### src/rtl/ibex_bus_arbiter.sv
// Two-host (instruction fetch / data) to one-device arbiter using the Ibex req/gnt/rvalid protocol.
// In-order responses are steered back to the issuing host through a small ID FIFO.
module ibex_bus_arbiter #(
  parameter int ADDR_WIDTH      = 32,
  parameter int DATA_WIDTH      = 32,
  parameter int MAX_OUTSTANDING = 2,
  parameter int PRIORITY_MODE   = 0,
  localparam int BE_W           = DATA_WIDTH / 8,
  localparam int CNT_W          = $clog2(MAX_OUTSTANDING + 1)
) (
  input  logic                  clock,
  input  logic                  reset,
  input  logic                  io_instr_req_i,
  input  logic [ADDR_WIDTH-1:0] io_instr_addr_i,
  output logic                  io_instr_gnt_o,
  output logic                  io_instr_rvalid_o,
  output logic [DATA_WIDTH-1:0] io_instr_rdata_o,
  output logic                  io_instr_err_o,
  input  logic                  io_data_req_i,
  input  logic                  io_data_we_i,
  input  logic [BE_W-1:0]       io_data_be_i,
  input  logic [ADDR_WIDTH-1:0] io_data_addr_i,
  input  logic [DATA_WIDTH-1:0] io_data_wdata_i,
  output logic                  io_data_gnt_o,
  output logic                  io_data_rvalid_o,
  output logic                  io_data_err_o,
  output logic [DATA_WIDTH-1:0] io_data_rdata_o,
  output logic                  io_mem_req_o,
  output logic                  io_mem_we_o,
  output logic [BE_W-1:0]       io_mem_be_o,
  output logic [ADDR_WIDTH-1:0] io_mem_addr_o,
  output logic [DATA_WIDTH-1:0] io_mem_wdata_o,
  input  logic                  io_mem_gnt_i,
  input  logic                  io_mem_rvalid_i,
  input  logic                  io_mem_err_i,
  input  logic [DATA_WIDTH-1:0] io_mem_rdata_i,
  output logic [CNT_W-1:0]      io_outstanding_o,
  output logic                  io_spurious_o
);

  localparam int PTR_W = (MAX_OUTSTANDING > 1) ? $clog2(MAX_OUTSTANDING) : 1;
  localparam logic [CNT_W-1:0] MAX_CNT  = CNT_W'(MAX_OUTSTANDING);
  localparam logic [PTR_W-1:0] PTR_LAST = PTR_W'(MAX_OUTSTANDING - 1);
  localparam logic ID_INSTR = 1'b0;
  localparam logic ID_DATA  = 1'b1;

  logic [MAX_OUTSTANDING-1:0] r_id_fifo;
  logic [PTR_W-1:0]           r_rd_ptr;
  logic [PTR_W-1:0]           r_wr_ptr;
  logic [CNT_W-1:0]           r_count;
  logic                       r_lock_valid;
  logic                       r_lock_id;
  logic                       r_rr_last;
  logic                       r_spurious;

  logic w_sel_id;
  logic w_sel_req;
  logic w_not_full;
  logic w_grant;
  logic w_pop;
  logic w_head_id;
  logic w_fifo_empty;

  // Circular pointer advance; depth need not be a power of two.
  function automatic logic [PTR_W-1:0] ptr_next(input logic [PTR_W-1:0] ptr);
    logic [PTR_W-1:0] nxt;
    if (ptr == PTR_LAST) begin
      nxt = {PTR_W{1'b0}};
    end else begin
      nxt = ptr + PTR_W'(1);
    end
    return nxt;
  endfunction

  // Host selection: a stalled request keeps ownership until its grant.
  always_comb begin
    w_sel_id = ID_INSTR;
    if (r_lock_valid) begin
      w_sel_id = r_lock_id;
    end else if (io_data_req_i && !io_instr_req_i) begin
      w_sel_id = ID_DATA;
    end else if (io_instr_req_i && !io_data_req_i) begin
      w_sel_id = ID_INSTR;
    end else if (io_instr_req_i && io_data_req_i) begin
      if (PRIORITY_MODE == 0) begin
        w_sel_id = ID_DATA;
      end else begin
        w_sel_id = ~r_rr_last;
      end
    end else begin
      w_sel_id = ID_INSTR;
    end
  end

  // Request mux toward the device; fetches are always full-word reads.
  always_comb begin
    w_sel_req      = 1'b0;
    io_mem_we_o    = 1'b0;
    io_mem_be_o    = {BE_W{1'b1}};
    io_mem_addr_o  = io_instr_addr_i;
    io_mem_wdata_o = {DATA_WIDTH{1'b0}};
    case (w_sel_id)
      ID_DATA: begin
        w_sel_req      = io_data_req_i;
        io_mem_we_o    = io_data_we_i;
        io_mem_be_o    = io_data_be_i;
        io_mem_addr_o  = io_data_addr_i;
        io_mem_wdata_o = io_data_wdata_i;
      end
      ID_INSTR: begin
        w_sel_req      = io_instr_req_i;
        io_mem_we_o    = 1'b0;
        io_mem_be_o    = {BE_W{1'b1}};
        io_mem_addr_o  = io_instr_addr_i;
        io_mem_wdata_o = {DATA_WIDTH{1'b0}};
      end
      default: begin
        w_sel_req      = 1'b0;
        io_mem_we_o    = 1'b0;
        io_mem_be_o    = {BE_W{1'b1}};
        io_mem_addr_o  = io_instr_addr_i;
        io_mem_wdata_o = {DATA_WIDTH{1'b0}};
      end
    endcase
  end

  assign w_fifo_empty = (r_count == {CNT_W{1'b0}});
  assign w_not_full   = (r_count < MAX_CNT);
  assign w_head_id    = r_id_fifo[r_rd_ptr];

  assign io_mem_req_o = w_sel_req & w_not_full & ~reset;
  assign w_grant      = io_mem_req_o & io_mem_gnt_i;
  assign w_pop        = io_mem_rvalid_i & ~w_fifo_empty & ~reset;

  assign io_instr_gnt_o    = w_grant & (w_sel_id == ID_INSTR);
  assign io_data_gnt_o     = w_grant & (w_sel_id == ID_DATA);
  assign io_instr_rvalid_o = w_pop & (w_head_id == ID_INSTR);
  assign io_data_rvalid_o  = w_pop & (w_head_id == ID_DATA);
  assign io_instr_rdata_o  = io_mem_rdata_i;
  assign io_data_rdata_o   = io_mem_rdata_i;
  assign io_instr_err_o    = io_mem_err_i;
  assign io_data_err_o     = io_mem_err_i;
  assign io_outstanding_o  = r_count;
  assign io_spurious_o     = r_spurious;

  // ID FIFO and in-flight count; push and pop together leave the count unchanged.
  always_ff @(posedge clock) begin
    if (reset) begin
      r_id_fifo <= {MAX_OUTSTANDING{1'b0}};
      r_rd_ptr  <= {PTR_W{1'b0}};
      r_wr_ptr  <= {PTR_W{1'b0}};
      r_count   <= {CNT_W{1'b0}};
    end else begin
      if (w_grant) begin
        r_id_fifo[r_wr_ptr] <= w_sel_id;
        r_wr_ptr            <= ptr_next(r_wr_ptr);
      end
      if (w_pop) begin
        r_rd_ptr <= ptr_next(r_rd_ptr);
      end
      case ({w_grant, w_pop})
        2'b10:   r_count <= r_count + CNT_W'(1);
        2'b01:   r_count <= r_count - CNT_W'(1);
        default: r_count <= r_count;
      endcase
    end
  end

  // Ownership lock while the device stalls, plus round-robin history.
  always_ff @(posedge clock) begin
    if (reset) begin
      r_lock_valid <= 1'b0;
      r_lock_id    <= ID_INSTR;
      r_rr_last    <= ID_INSTR;
    end else begin
      if (io_mem_req_o && !io_mem_gnt_i) begin
        r_lock_valid <= 1'b1;
        r_lock_id    <= w_sel_id;
      end else if (w_grant) begin
        r_lock_valid <= 1'b0;
      end
      if (w_grant) begin
        r_rr_last <= w_sel_id;
      end
    end
  end

  // Sticky flag for a response with nothing in flight.
  always_ff @(posedge clock) begin
    if (reset) begin
      r_spurious <= 1'b0;
    end else if (io_mem_rvalid_i && w_fifo_empty) begin
      r_spurious <= 1'b1;
    end
  end

endmodule

### config.mk
export PLATFORM = sky130hd
export DESIGN_NAME = ibex_bus_arbiter
export DESIGN_NICKNAME = d
export VERILOG_FILES = /design/src/rtl/ibex_bus_arbiter.sv
export SDC_FILE = /design/constraint.sdc
export NUM_CORES = 1
export LEC_CHECK = 0
export CORE_AREA = 2 2 111 113
export DETAILED_ROUTE_END_ITERATION = 6
export DIE_AREA = 0 0 113 115
export PLACE_DENSITY_LB_ADDON = 0.25
export SLEW_MARGIN = 10
export SYNTH_ARGS = -nofsm -noshare
export SYNTH_HDL_FRONTEND = slang
export SYNTH_SLANG_ARGS = --single-unit
export TNS_END_PERCENT = 100
### constraint.sdc
create_clock -name clock -period 2 [get_ports clock]
set_input_delay 0.4 -clock clock [delete_from_list [all_inputs] [get_ports clock]]
set_output_delay 0.4 -clock clock [all_outputs]
set_load 0.05 [all_outputs]
# Word-level counts from Yosys, hierarchy flattened
# Cells that the tools add are included.
# word_totals
input_bits	140
output_inout_bits	143
word_cells	61
reg_bits	9
# op_classes
n_reduce_logical	12
n_bitwise	13
muxes	19
magnitude_cmp	4
n_addsub	4
eq_ne	2
# ops
cell	count
32-bit one-hot mux with 2 select lines	2
1-bit 2-to-1 mux	11
1-bit bitwise AND	9
4-bit one-hot mux with 2 select lines	1
1-bit logical AND	6
1-bit by 2-bit < comparator with 1-bit output (second input constant)	2
1-bit inverter	4
1-bit one-hot mux with 2 select lines	2
2-bit one-hot mux with 2 select lines	1
2-bit nonzero test	2
1-bit logical NOT	3
1-bit adder (second input constant)	2
2-bit by 1-bit adder with 2-bit output (second input constant)	1
2-bit bitwise mux	1
2-bit by 1-bit equality test with 1-bit output (second input constant)	1
2-bit equality test (second input constant)	1
2-bit logical NOT	1
2-bit < comparator (second input constant)	1
2-bit by 1-bit subtractor with 2-bit output (second input constant)	1
1-bit demux with 1-bit select	1
1-bit greater-or-equal comparator (second input constant)	1

# Depth between registers and ports, before layout
# Gate-level depths: netlist of the first run.
# logic_depth
ltp_word	12
depth_mapped	6
ltp_nobuf	6

# Least setup slack after synthesis of the first run
# OpenSTA, ideal clock, no wires.
# synth_timing
path_kind	reg2out
start	register r_count[1] (netlist: io_outstanding_o[1])
end	output io_instr_rvalid_o
t_required_ns	1.600
n_path_buf	0
path_slack_ns	-0.928
arrival_ns	2.528
stages_incl_launch_ff	3
path_cell_list	dfxtp_1 -> o21ai_0 -> nor4_1
# synth_via
elab_chain_len	5
# synth_lines
item	line	source
from (decl)	50	logic [CNT_W-1:0] r_count;
from (signal assigned)	152	r_count <= {CNT_W{1'b0}};
from (signal assigned)	162	2'b10: r_count <= r_count + CNT_W'(1);
from (signal assigned)	163	2'b01: r_count <= r_count - CNT_W'(1);
2-bit logical NOT	127	assign w_fifo_empty = (r_count == {CNT_W{1'b0}});
1-bit inverter	133	assign w_pop = io_mem_rvalid_i & ~w_fifo_empty & ~reset;
1-bit bitwise AND (2 in a row)	133	
1-bit bitwise AND	137	assign io_instr_rvalid_o = w_pop & (w_head_id == ID_INSTR);
to (decl)	16	output logic io_instr_rvalid_o,
# No other way between the ends.

# Worst setup path in the final report of the first run
# layout_timing
start	register r_lock_valid
end	output io_mem_addr_o[31]
# layout_via
elab_chain_len	3
# layout_lines
item	line	source
from (decl)	51	logic r_lock_valid;
from (signal assigned)	172	r_lock_valid <= 1'b0;
from (signal assigned)	177	r_lock_valid <= 1'b1;
from (signal assigned)	180	r_lock_valid <= 1'b0;
1-bit 2-to-1 mux *	78	if (r_lock_valid) begin
1-bit inverter	102	case (w_sel_id)
32-bit one-hot mux with 2 select lines *	102	
to (decl)	31	output logic [ADDR_WIDTH-1:0] io_mem_addr_o,
# Mark *: on every way between the ends. The rest lies on a longest branch, timed or not.

==> impl_results.md, run 1 <==
* Skew-Pair Late Insertion Delay at 0.23 ns
* Routed wire length at approximately 6700 um
* Post-route core utilization at 31.7%
* Complex-gate fraction of the synthesized area at around 5%
* Result of the run: finished, violations left
* Syn Nets at 336
* Leakage power summed over all cells at 1.64 nW
* Share of cells above drive strength 1 at 46.7%
* Overall power consumption at 1.94 mW
* Comb pwr share at 71.1%
* CP startpoint kind: flip-flop
* TritonCTS clock tree: done
* Highest-count cells in the layout ignoring fill and taps: sky130_fd_sc_hd__clkdlybuf4s50_1, sky130_fd_sc_hd__buf_4, sky130_fd_sc_hd__mux2_4
* Combinational family with the most area after synthesis: buffers and inverters
* Total half-perimeter wirelength after legalization and detailed placement at just over 5000 um
* RSZ-0062 raised after global routing: yes
* Setup WS post-layout at -0.0214 ns
* Die width at 113 um
* Clock buffer count from CTS at 3
* Simple-gate area share of the yosys netlist at 21.0%
* Final min period at roughly 2.0 ns
* Fin. max-slew vios at 0
* Clock-pin slew on the worst setup and hold paths at 0.04 ns
* Seq pwr share at 10.9%
* Drt wl/cell at between 10 and 15 um
* Largest voltage drop on the vdd net at between 200 and 250 uV
* Initial DRT Pass Iterations at 6
* Remaining Overflow, GRT at 0
* Req. time, crit path at 1.60 ns
* Final number of setup-violating endpoints at 17
* Share of total power in the clock network at between 10% and 20%
* Number of antenna violations at the first check in global routing at 0
* Number of levels in the clock H-tree at 1
* Power per standard cell area at 519 nW/um^2
* Share of the yosys chip area belonging to registers at 11.2%
* Final worst-path cycle share at 101%
* Fmax achieved at 495 MHz
* Maximum clock path buffer count at 2
* Antenna cells at 0
* Data arrival at the endpoint of the critical path at 1.62 ns
* Root cell of the clock tree: sky130_fd_sc_hd__clkbuf_16
* Maximum number of pins on one net before global-route repair at 31
* Worst Max-Slew Pin Slew at between 0.4 and 0.5 ns
* Commonest non-fill, non-tap cell in the layout: sky130_fd_sc_hd__clkdlybuf4s50_1
* Biggest fanout along the worst timing path at 5
* Area delta synth->final at 133%
* GP Congestion at 0.705
* Syn Inst Count at 195
* Hold/Removal Path Class: flip-flop to flip-flop
* Share of synthesized area spent on multiplexers at 24.8%
* Synth Area in Adders at 0.776%
* Post-CTS Hold Fix Bufs at 0
* Switching share of power at approximately two fifths
* Violations in the final reports: design-rule violations, negative setup slack
* Post-Synthesis Mean Instance Area at around 8.3 um^2
* Largest area contributor in the netlist: sky130_fd_sc_hd__buf_4
* Overall fraction of global-route tracks in use at 8.57%
* First-pass GRT wire length at 8990 um
* Total clock sinks at 9
* Worst clock skew at 0.00365 ns
* Area fraction of the dominant cell type after synthesis at 30.7%
* Relative slew margins at 67.0%
* Core region area at 11800 um^2
* Synthesis-stage register bit count at 9
* Final hold vios at 0
* Count of standard-cell rows at 40
* MaxCap Viol Count at 0
* Vias post-DR at 1796
* Number of buffers added on ports at roughly 180
* Count of pins on the block boundary at 283
* Mean number of vias per cell at 3.77
* Initial core utilization at 13.6%
* Die area at 13000 um^2
* DRC viols at 20
* XOR/XNOR Fraction of Synth Area at approximately 2.2%
* Chip height at 115 um
* Capturing element type of the critical path: output pin
* Number of design-rule violations left by the first detailed-router iteration at a little over 50
* Switching power at 0.808 mW
* Via count of the first global-routing pass at 1849
* Internal power component at 1.14 mW
* Warnings from Yosys at 0
* # nets final at 472
* Detail Route Antenna Nets at 0
* Cell area after synthesis at 1610 um^2
* Crit Path Category: flip-flop to output pin
* Cell types with the largest area share after synthesis: sky130_fd_sc_hd__buf_4, sky130_fd_sc_hd__mux2_2, sky130_fd_sc_hd__nor2b_1, sky130_fd_sc_hd__dfxtp_1, sky130_fd_sc_hd__buf_6
* Post-synth cell types at 29
[repair_timing]
action / 4_1_cts / 5_1_grt
gates resized for setup: 78 / 34
hold endpoints to repair: 0 / 0
pin swaps: 2 / 2
gates cloned: 1 / 5
endpoints found under the setup margin: 74 / 58
buffers inserted: 3 / 4
[metrics by stage]
| stage | area (um^2) | worst slack, ns | instances | TNS [ns] | hold WS (ns) |
|---|---|---|---|---|---|
| finish | 3750 | -0.0214 | 477 | -0.207 | 0.471 |
| global route | 3750 | -0.0839 | 477 | -3.18 | 0.512 |
| CTS | 3530 | -0.0962 | 470 | -2.22 | 0.479 |
| detailed placement | 3140 | -0.334 | 462 | -17.82 | 0.473 |
| global placement | 3140 | -0.334 | 462 | -17.13 | 0.457 |
| floorplan | 1640 | -0.116 | 195 | -0.148 | 0.449 |
[metal layers]
| layer | wire length [um] | part of all wire [%] | track usage (%) |
|---|---|---|---|
| met5 | 0 | 0 | 0 |
| met4 | 140 | 2.1 | 2.76 |
| met3 | 816 | 12 | 2.58 |
| met2 | 3540 | 53 | 16.3 |
| met1 | 2240 | 33 | 9.01 |
[Yosys cell counts, drive strengths merged]
cell     instances
buf             70
nor2b           34
mux2            33
nor2            12
dfxtp            9
or2              5
a21oi            4
clkbuf           4
o21ai            4
or3              3
inv              2
mux2i            2
xnor2            2
xor2             2
a221oi           1
and2             1
and3             1
ha               1
nand2            1
nand3            1
nor4             1
o2111ai          1
o21a             1
[final timing paths]
path / slack (ns) / end / from / depth (start not counted)
min reg2reg: 0.47 / r_id_fifo[0] / r_id_fifo[0] / 2
min: 0.47 / r_id_fifo[0] / r_id_fifo[0] / 2
max reg2reg: 0.22 / io_outstanding_o[1] / r_lock_id / 5
max: -0.02 / io_mem_addr_o[31] / r_lock_valid / 5
[cells by family (layout without fill, tap and decap cells)]
family	count (synthesis)	after routing
AND/OR/NAND/NOR	59	59
XOR/XNOR	4	4
flip-flops	9	9
buffers and inverters	76	211
AO/OA/AOI/OAI	11	11
adder cells (fa/ha/maj)	1	1
multiplexers	35	35
[critical path: stages, from the launching register on]
cell and delay [ns]:
sky130_fd_sc_hd__dfxtp_4 0.35, sky130_fd_sc_hd__mux2i_4 0.24, sky130_fd_sc_hd__buf_6 0.18, sky130_fd_sc_hd__clkbuf_16 0.16, sky130_fd_sc_hd__mux2_4 0.31, sky130_fd_sc_hd__buf_8 0.15
[flip-flops by register name, summed over array words and instances, names as in the netlist]
signal            cells
io_outstanding_o      2
io_spurious_o         1
r_id_fifo             2
r_lock_id             1
r_lock_valid          1
r_rd_ptr              1
r_wr_ptr              1
[power groups by stage]
| stage | Combinational (mW) | Sequential (mW) | Clock, mW |
|---|---|---|---|
| 6_report | 1.38 | 0.211 | 0.351 |
| 5_1_grt | 1.44 | 0.213 | 0.370 |
| 4_1_cts | 1.30 | 0.212 | 0.359 |
| 3_5_place_dp | 1.17 | 0.214 | 0 |
| 3_3_place_gp | 1.17 | 0.213 | 0 |
| 2_1_floorplan | 1.02 | 0.233 | 0 |
[cell type report]
cell class,instances,area (um^2)
clock buffer,4,78.8
fill,1221,8060
inverter,2,7.51
multi-input combinational,110,1050
sequential,9,185
tap,147,184
timing repair buffer,205,2240
(Power assumes the default switching activity.)
==> run 2: changes to the inputs <==
--- a/config.mk
+++ b/config.mk
@@ -5,6 +5,7 @@
 export SDC_FILE = /design/constraint.sdc
 export NUM_CORES = 1
 export LEC_CHECK = 0
+export ABC_AREA = 0
 export CORE_AREA = 2 2 111 113
 export DETAILED_ROUTE_END_ITERATION = 6
 export DIE_AREA = 0 0 113 115
==> results of run 2 <==
No change in the layout: final DEF, timing and power equal those of run 1.
